$ cat src/rtl/uart_tx_mmio_pkg.sv
// rtl/uart_tx_mmio_pkg.sv - register map, status layout and serialiser states for uart_tx_mmio
package uart_tx_mmio_pkg;

   localparam logic [31:0] OFS_TXDATA = 32'h0;
   localparam logic [31:0] OFS_STATUS = 32'h4;

   localparam int ST_FULL  = 0;
   localparam int ST_EMPTY = 1;
   localparam int ST_BUSY  = 2;
   localparam int ST_OVF   = 3;

   typedef enum logic [1:0] {
      S_IDLE  = 2'd0,
      S_START = 2'd1,
      S_DATA  = 2'd2,
      S_STOP  = 2'd3
   } tx_state_t;

   function automatic logic [31:0] pack_status(input logic ovf, input logic busy,
                                               input logic empty, input logic full);
      logic [31:0] s;
      s           = '0;
      s[ST_FULL]  = full;
      s[ST_EMPTY] = empty;
      s[ST_BUSY]  = busy;
      s[ST_OVF]   = ovf;
      return s;
   endfunction

endpackage

$ cat src/rtl/uart_tx_mmio_if.sv
// rtl/uart_tx_mmio_if.sv - pipeline data-bus write/read port seen by the UART transmitter
interface uart_tx_mmio_if;
   logic        mem_wren;
   logic [3:0]  mem_wmask;
   logic [31:0] mem_wdata;
   logic [31:0] mem_addr;
   logic [31:0] mem_rdata;

   modport master (output mem_wren, output mem_wmask, output mem_wdata, output mem_addr,
                   input mem_rdata);
   modport slave  (input mem_wren, input mem_wmask, input mem_wdata, input mem_addr,
                   output mem_rdata);
endinterface

$ cat src/rtl/uart_tx_mmio_fifo.sv
// rtl/uart_tx_mmio_fifo.sv - synchronous FIFO with combinational head, full-push dropped unless popping
module uart_tx_mmio_fifo #(
   parameter int DW = 8,
   parameter int AW = 3
) (
   input  logic          clk,
   input  logic          rstn,
   input  logic          push,
   input  logic [DW-1:0] din,
   input  logic          pop,
   output logic [DW-1:0] dout,
   output logic          full,
   output logic          empty
);

   localparam int          DEPTH    = 1 << AW;
   localparam logic [AW:0] FULL_CNT = (AW+1)'(DEPTH);

   logic [DW-1:0] mem [DEPTH];
   logic [AW-1:0] wr_ptr;
   logic [AW-1:0] rd_ptr;
   logic [AW:0]   count;
   logic          do_push;
   logic          do_pop;

   assign full    = (count == FULL_CNT);
   assign empty   = (count == '0);
   assign do_pop  = pop & ~empty;
   // A slot freed on the same edge lets a push into a full FIFO through.
   assign do_push = push & (~full | do_pop);
   assign dout    = mem[rd_ptr];

   always_ff @(posedge clk) begin
      if (do_push) mem[wr_ptr] <= din;
   end

   always_ff @(posedge clk or negedge rstn) begin
      if (!rstn) begin
         wr_ptr <= '0;
         rd_ptr <= '0;
         count  <= '0;
      end else begin
         if (do_push) wr_ptr <= wr_ptr + 1'b1;
         if (do_pop)  rd_ptr <= rd_ptr + 1'b1;
         case ({do_push, do_pop})
            2'b10:   count <= count + 1'b1;
            2'b01:   count <= count - 1'b1;
            default: count <= count;
         endcase
      end
   end

endmodule

$ cat src/rtl/uart_tx_mmio.sv
// rtl/uart_tx_mmio.sv - memory-mapped 8N1 UART transmitter: address decode, status, baud counter, FSM
module uart_tx_mmio
   import uart_tx_mmio_pkg::*;
#(
   parameter logic [31:0] BASE_ADDR = 32'h1000_0000,
   parameter int          CLK_DIV   = 868,
   parameter int          FIFO_AW   = 3
) (
   input  logic           clk,
   input  logic           rstn,
   uart_tx_mmio_if.slave  bus,
   output logic           tx,
   output logic           tx_busy
);

   localparam int            CW       = (CLK_DIV > 2) ? $clog2(CLK_DIV) : 1;
   localparam logic [CW-1:0] DIV_LAST = CW'(CLK_DIV - 1);

   tx_state_t     state;
   logic [CW-1:0] baud_cnt;
   logic [2:0]    bit_idx;
   logic [7:0]    shift;
   logic          ovf;
   logic          fifo_full;
   logic          fifo_empty;
   logic [7:0]    fifo_dout;
   logic          push;
   logic          pop;
   logic          sel_status;
   logic          clr_ovf;
   logic          unused_bits;

   assign sel_status  = (bus.mem_addr == BASE_ADDR + OFS_STATUS);
   assign push        = bus.mem_wren & bus.mem_wmask[0] & (bus.mem_addr == BASE_ADDR + OFS_TXDATA);
   assign clr_ovf     = bus.mem_wren & bus.mem_wmask[0] & sel_status & bus.mem_wdata[ST_OVF];
   assign pop         = (state == S_IDLE) & ~fifo_empty;
   assign tx_busy     = (state != S_IDLE) | ~fifo_empty;
   assign unused_bits = ^{bus.mem_wdata[31:8], bus.mem_wmask[3:1]};

   uart_tx_mmio_fifo #(.DW(8), .AW(FIFO_AW)) u_fifo (
      .clk   (clk),
      .rstn  (rstn),
      .push  (push),
      .din   (bus.mem_wdata[7:0]),
      .pop   (pop),
      .dout  (fifo_dout),
      .full  (fifo_full),
      .empty (fifo_empty)
   );

   // A fresh overflow takes precedence over a software clear in the same cycle.
   always_ff @(posedge clk or negedge rstn) begin
      if (!rstn) begin
         ovf           <= 1'b0;
         bus.mem_rdata <= '0;
      end else begin
         if (push & fifo_full & ~pop) ovf <= 1'b1;
         else if (clr_ovf)            ovf <= 1'b0;
         bus.mem_rdata <= sel_status ? pack_status(ovf, tx_busy, fifo_empty, fifo_full) : '0;
      end
   end

   always_ff @(posedge clk or negedge rstn) begin
      if (!rstn) begin
         state    <= S_IDLE;
         baud_cnt <= '0;
         bit_idx  <= '0;
         shift    <= '0;
         tx       <= 1'b1;
      end else begin
         case (state)
            S_IDLE: begin
               if (!fifo_empty) begin
                  shift    <= fifo_dout;
                  tx       <= 1'b0;
                  baud_cnt <= DIV_LAST;
                  state    <= S_START;
               end
            end
            S_START: begin
               if (baud_cnt == '0) begin
                  tx       <= shift[0];
                  shift    <= {1'b0, shift[7:1]};
                  bit_idx  <= '0;
                  baud_cnt <= DIV_LAST;
                  state    <= S_DATA;
               end else begin
                  baud_cnt <= baud_cnt - 1'b1;
               end
            end
            S_DATA: begin
               if (baud_cnt == '0) begin
                  baud_cnt <= DIV_LAST;
                  if (bit_idx == 3'd7) begin
                     tx    <= 1'b1;
                     state <= S_STOP;
                  end else begin
                     tx      <= shift[0];
                     shift   <= {1'b0, shift[7:1]};
                     bit_idx <= bit_idx + 1'b1;
                  end
               end else begin
                  baud_cnt <= baud_cnt - 1'b1;
               end
            end
            S_STOP: begin
               if (baud_cnt == '0) state <= S_IDLE;
               else                baud_cnt <= baud_cnt - 1'b1;
            end
            default: state <= S_IDLE;
         endcase
      end
   end

endmodule

$ cat src/flat_wrapper.sv
// flat-port wrapper written by rule: the top's interface ports become plain ports
module uart_tx_mmio_flat import uart_tx_mmio_pkg::*;
#(
   parameter logic [31:0] BASE_ADDR = 32'h1000_0000,
   parameter int          CLK_DIV   = 868,
   parameter int          FIFO_AW   = 3
)
  (clk, rstn, tx, tx_busy, bus_mem_wren, bus_mem_wmask, bus_mem_wdata, bus_mem_addr, bus_mem_rdata);
  uart_tx_mmio_if bus_i ();
  input  logic clk;
  input  logic rstn;
  output logic tx;
  output logic tx_busy;
  input wire logic [$bits(bus_i.mem_wren)-1:0] bus_mem_wren;
  input wire logic [$bits(bus_i.mem_wmask)-1:0] bus_mem_wmask;
  input wire logic [$bits(bus_i.mem_wdata)-1:0] bus_mem_wdata;
  input wire logic [$bits(bus_i.mem_addr)-1:0] bus_mem_addr;
  output wire logic [$bits(bus_i.mem_rdata)-1:0] bus_mem_rdata;
  assign bus_i.mem_wren = bus_mem_wren;
  assign bus_i.mem_wmask = bus_mem_wmask;
  assign bus_i.mem_wdata = bus_mem_wdata;
  assign bus_i.mem_addr = bus_mem_addr;
  assign bus_mem_rdata = bus_i.mem_rdata;
  uart_tx_mmio #(.BASE_ADDR(BASE_ADDR), .CLK_DIV(CLK_DIV), .FIFO_AW(FIFO_AW)) u_core (.clk(clk), .rstn(rstn), .bus(bus_i), .tx(tx), .tx_busy(tx_busy));
endmodule
$ cat config.mk
export PLATFORM = sky130hd
export DESIGN_NAME = uart_tx_mmio_flat
export DESIGN_NICKNAME = d
export VERILOG_FILES = /design/src/rtl/uart_tx_mmio_pkg.sv /design/src/rtl/uart_tx_mmio_if.sv /design/src/rtl/uart_tx_mmio_fifo.sv /design/src/rtl/uart_tx_mmio.sv /design/src/flat_wrapper.sv
export SDC_FILE = /design/constraint.sdc
export NUM_CORES = 1
export LEC_CHECK = 0
export CAP_MARGIN = 20
export CORE_AREA = 2 2 127 92
export DETAILED_ROUTE_END_ITERATION = 6
export DIE_AREA = 0 0 129 94
export MAX_ROUTING_LAYER = met4
export PLACE_DENSITY = 0.8
export SETUP_SLACK_MARGIN = 0.2
export SLEW_MARGIN = 25
export SYNTH_ARGS = -nofsm -noshare
export SYNTH_HDL_FRONTEND = slang
export SYNTH_SLANG_ARGS = --single-unit
$ cat constraint.sdc
create_clock -name clk -period 2.6 [get_ports clk]
set_input_delay 0.65 -clock clk [delete_from_list [all_inputs] [get_ports clk]]
set_output_delay 0.65 -clock clk [all_outputs]
set_load 0.01 [all_outputs]
==> results.txt <==
The synthesis warning total came out at 0. The die is 94 microns tall. Summing all flip-flop and latch instances after layout gives 2900 sq um.

STA classifies the critical path endpoint as a flip-flop. The master cell of the clock root buffer is clkbuf_16. For this run, the leading register cell type out of synthesis is edfxtp_1. The floorplan core area came out at 10900 sq um. The slack of the worst reg-to-reg path came out at 140 ps. The final cell utilization of the core is 58.4%. The critical path's slowest cell is or4_4. TritonCTS built the clock tree. The number of distinct library cell variants in the gate-level netlist after synthesis came out at 54. The average detailed-routed wire length per instance came out at 16.5 microns. The path class of the tightest hold or removal check is input pin to asynchronous set/reset pin.

The largest vdd supply drop is 442 uV. During I/O placement, the number of pins put on the boundary was 105. The number of antenna diodes in the final layout is 0. The final hold violation count came out at 0. The number of vias per cell after detailed routing is 5.23. The slew of the pin with the lowest slew margin came out at 866 ps. Internal power comes to 2.46 mW. In this run the cell area of the synthesized design comes to 4890 sq um. In this run the power spent charging and discharging nets is 0.666 mW. The total of max-cap violations came out at 0. The fmax came out at 0.338 GHz. The sequential-to-total area share from yosys stat came out at 59.3%. The clock latency at the later pin of the worst-skew pair is 350 ps. The first detailed-routing pass took 4 iterations. The summed negative setup slack over all endpoints came out at -8470 ps.

The row count came out at 32. From left edge to right edge, the die measures 129 microns. The share of synthesized flip-flops with an asynchronous set or reset came out at 37.9%. Across the routed clock network, the largest skew measured is 5.58 ps. The number of buffers between clock root and the deepest sink is 2.

The switching share of power came out at 21.3%. The number of nets in the final layout came out at 550. The post-route netlist has 24.5% of its cells at a drive strength greater than 1. The multi-input logic area is 1950 sq um. Data on the critical path arrives at its endpoint at 3210 ps. Synthesis inferred 103 register bits.

The layout overhead on the synthesized area is 29.6%. Detailed placement finished with a half-perimeter wire length of 7.05 mm. The most numerous cell type found on the critical path is or4_4. The total routing resource utilization after global routing came out at 18.7%.

The total count of max-transition violations in the final report came to 0. Grouping stages by cell kind, the critical path spends the most delay in simple AND/OR/NAND/NOR gates. The total of buffers placed on input and output ports came out at 49. The worst slew margin relative to its limit came out at 42.2%.

The non-filler instance count after layout came out at 622. The final route contains 3256 vias. The critical path goes through buf_6 > or4_4 > or4_4 > nor3_4 > nor2b_2 > ha_1 > a21o_1 > a21oi_2 > nand2_1 > o21a_1 > a221oi_2. Counting every instance in the synthesized netlist gives 371. The leakage power of the design came out at 2.44 nW. The first global-routing pass estimated 16.5 mm of wire. The worst setup timing slack at the placement stage is -970 ps. The post-route minimum period is 2960 ps. The number of global-route vias before repair is 3253. The clock network accounts for 40.6% of the total power. The placed instance count came out at 593.

The last weighted congestion value of the routability-driven placer came out at 0.789. The final reports fail on setup timing. The total CTS buffers came out at 9.

The remaining global-route overflow came out at 0. The H-tree was split into 3 levels. Dividing the synthesized area by the synthesized cell count gives 13.2 sq um. The number of antenna violations at the first check in global routing is 0.

The die area came out at 12100 sq um. The DRC violations left is 0. Setup repair after global routing could not meet its margin everywhere. The number of routed nets with antenna violations came out at 0. The largest single stage delay on the critical path is 530 ps. Yosys mapped a number of flops with a built-in enable equal to 64. The run finished, with violations left. The number of setup violations in the final report came out at 69.

The clock-pin slew of the registers on the worst-case setup and hold paths came out at 70 ps. The starting density of the core is 45.0%. Wires add up to 10.3 mm. In this run, the combinational gates consume 3.8% of the power. The final worst-path cycle share came out at 114%. The final worst-path setup slack came out at -356 ps. The first routing iteration left 194 violations.

Fill cells in the final layout number 846. The clock sink total is 103. The power density over the cells is 494 nW/um^2. Data on the critical path is required at its endpoint by 2860 ps. Sequential cells burn 55.6% of the power. Of all nets on the critical path, the largest fanout is 4. The maximum number of pins on one net before global-route repair came out at 40.

STA classifies the critical path startpoint as an input pin. The critical path is of the input pin to flip-flop type. The number of buffers and inverters on the critical path is 1.
worst paths after layout:
| kind | startpoint | to | cells past startpoint |
|---|---|---|---|
| min | rstn | u_core.baud_cnt[3]$_DFFE_PN0P_ | 1 |
| min in group clk | u_core.shift[0]$_DFFE_PN0P_ | u_core.shift[0]$_DFFE_PN0P_ | 2 |
| max in group asynchronous | rstn | u_core.u_fifo.count[0]$_DFFE_PN0P_ | 1 |
| max | bus_mem_addr[4] | u_core.u_fifo.count[3]$_DFFE_PN0P_ | 11 |
| min reg2reg | u_core.shift[0]$_DFFE_PN0P_ | u_core.shift[0]$_DFFE_PN0P_ | 2 |
| max reg2reg | u_core.state[1]$_DFFE_PN0P_ | u_core.u_fifo.count[3]$_DFFE_PN0P_ | 10 |
cells in the mapped netlist, types with 2 or more instances:
cell | instances | area, sq um
or2_2 | 2 | 12.5
nand2b_1 | 2 | 12.5
nand2_1 | 21 | 78.8
buf_4 | 28 | 210
and3_1 | 3 | 18.8
inv_1 | 12 | 45.0
a21oi_1 | 18 | 90.1
a31oi_1 | 5 | 31.3
nor2b_1 | 3 | 18.8
ha_1 | 13 | 163
nor2_1 | 25 | 93.8
a41o_1 | 2 | 20.0
nor4_1 | 9 | 56.3
a21o_1 | 3 | 22.5
o32a_1 | 2 | 20.0
mux2i_1 | 11 | 110
or4_4 | 2 | 22.5
o21ai_0 | 19 | 95.1
nand3b_1 | 2 | 15.0
edfxtp_1 | 64 | 1920
a22o_1 | 3 | 26.3
clkbuf_1 | 8 | 30.0
nand3_1 | 6 | 30.0
dfrtp_1 | 38 | 951
or3_1 | 4 | 25.0
and2_1 | 3 | 18.8
mux4_2 | 16 | 360
xnor2_1 | 5 | 43.8
buf_1 | 2 | 7.51
o21ai_1 | 3 | 15.0
nor3_1 | 11 | 55.1
xor2_1 | 2 | 17.5
nand4_1 | 2 | 12.5
mux2_1 | 2 | 22.5
routing by layer:
metal / global-route usage [%] / vias up / part of all wire [%]
met1: 23.4 / 1631 / 44
met4: 5.34 / 0 / 2.0
met5: - / - / 0
met3: 5.07 / 23 / 4.0
met2: 30.2 / 78 / 50
li1: - / 1524 / -
repair_timing:
item | 4_1_cts | 5_1_grt
setup buffers | 9 | 5
resized for setup | 33 | 9
pin swaps | 14 | 12
hold buffers | 0 | 0
endpoints found under the setup margin | 74 | 70
layout by cell type, fill, tap and decap left out, types with 4 or more instances in the layout:
master / Yosys / layout
o21ai_0: 19 / 19
nand3_1: 6 / 5
nor2_1: 25 / 19
buf_4: 28 / 28
inv_1: 12 / 12
or3_1: 4 / 4
xnor2_1: 5 / 4
buf_12: 0 / 8
edfxtp_1: 64 / 64
nor3_1: 11 / 8
ha_1: 13 / 11
clkbuf_16: 0 / 9
dfrtp_1: 38 / 37
a21oi_1: 18 / 17
mux2i_1: 11 / 10
nor2_4: 0 / 6
nand2_1: 21 / 21
clkdlybuf4s50_1: 0 / 41
nor4_1: 9 / 7
mux4_2: 16 / 16
a31oi_1: 5 / 5
buf_6: 0 / 10
conb_1: 1 / 28
state kept, by name, summed over array words and instances, names as in the netlist:
register / flops
u_core.shift: 8
u_core.u_fifo.rd_ptr: 3
u_core.state: 2
u_core.ovf: 1
u_core.tx: 1
u_core.baud_cnt: 10
u_core.bit_idx: 3
u_core.u_fifo.mem: 64
u_core.bus.mem_rdata: 4
u_core.u_fifo.wr_ptr: 3
u_core.u_fifo.count: 4
stage by stage:
| stage | hold WS, ps | cell area (sq um) | power (mW) |
|---|---|---|---|
| 4_1_cts | 436 | 6260 | 3.16 |
| 3_5_place_dp | 470 | 5830 | 1.89 |
| 6_report | 416 | 6340 | 3.13 |
| 5_1_grt | 498 | 6340 | 3.22 |
| 3_3_place_gp | 463 | 5830 | 1.89 |
| 2_1_floorplan | 354 | 5060 | 1.83 |
power groups by stage:
stage	Combinational, mW	Sequential [mW]	Clock [mW]
after floorplan	0.0539	1.78	0
final	0.120	1.74	1.27
after detailed placement	0.118	1.77	0
after global placement	0.114	1.77	0
after CTS	0.118	1.74	1.30
after global routing	0.132	1.74	1.35
kinds of logic after synthesis:
family,share of synthesized area [%]
compound gates,7.58
xor+xnor,1.25
fa+ha+maj,3.74
buf+inv,6.17
flops,59.3
mux,10.6
other cells,0.0767
simple gates,11.2
final cells by class:
| class | count | area share (%) |
|---|---|---|
| Timing Repair Buffer | 95 | 15.3 |
| Clock inverter | 6 | 0.810 |
| Inverter | 13 | 0.770 |
| Clock buffer | 9 | 3.55 |
| Sequential cell | 103 | 45.8 |
| Tap cell | 153 | 3.02 |
| Multi-Input combinational cell | 243 | 30.8 |
Power figures use the tool's default switching activity.
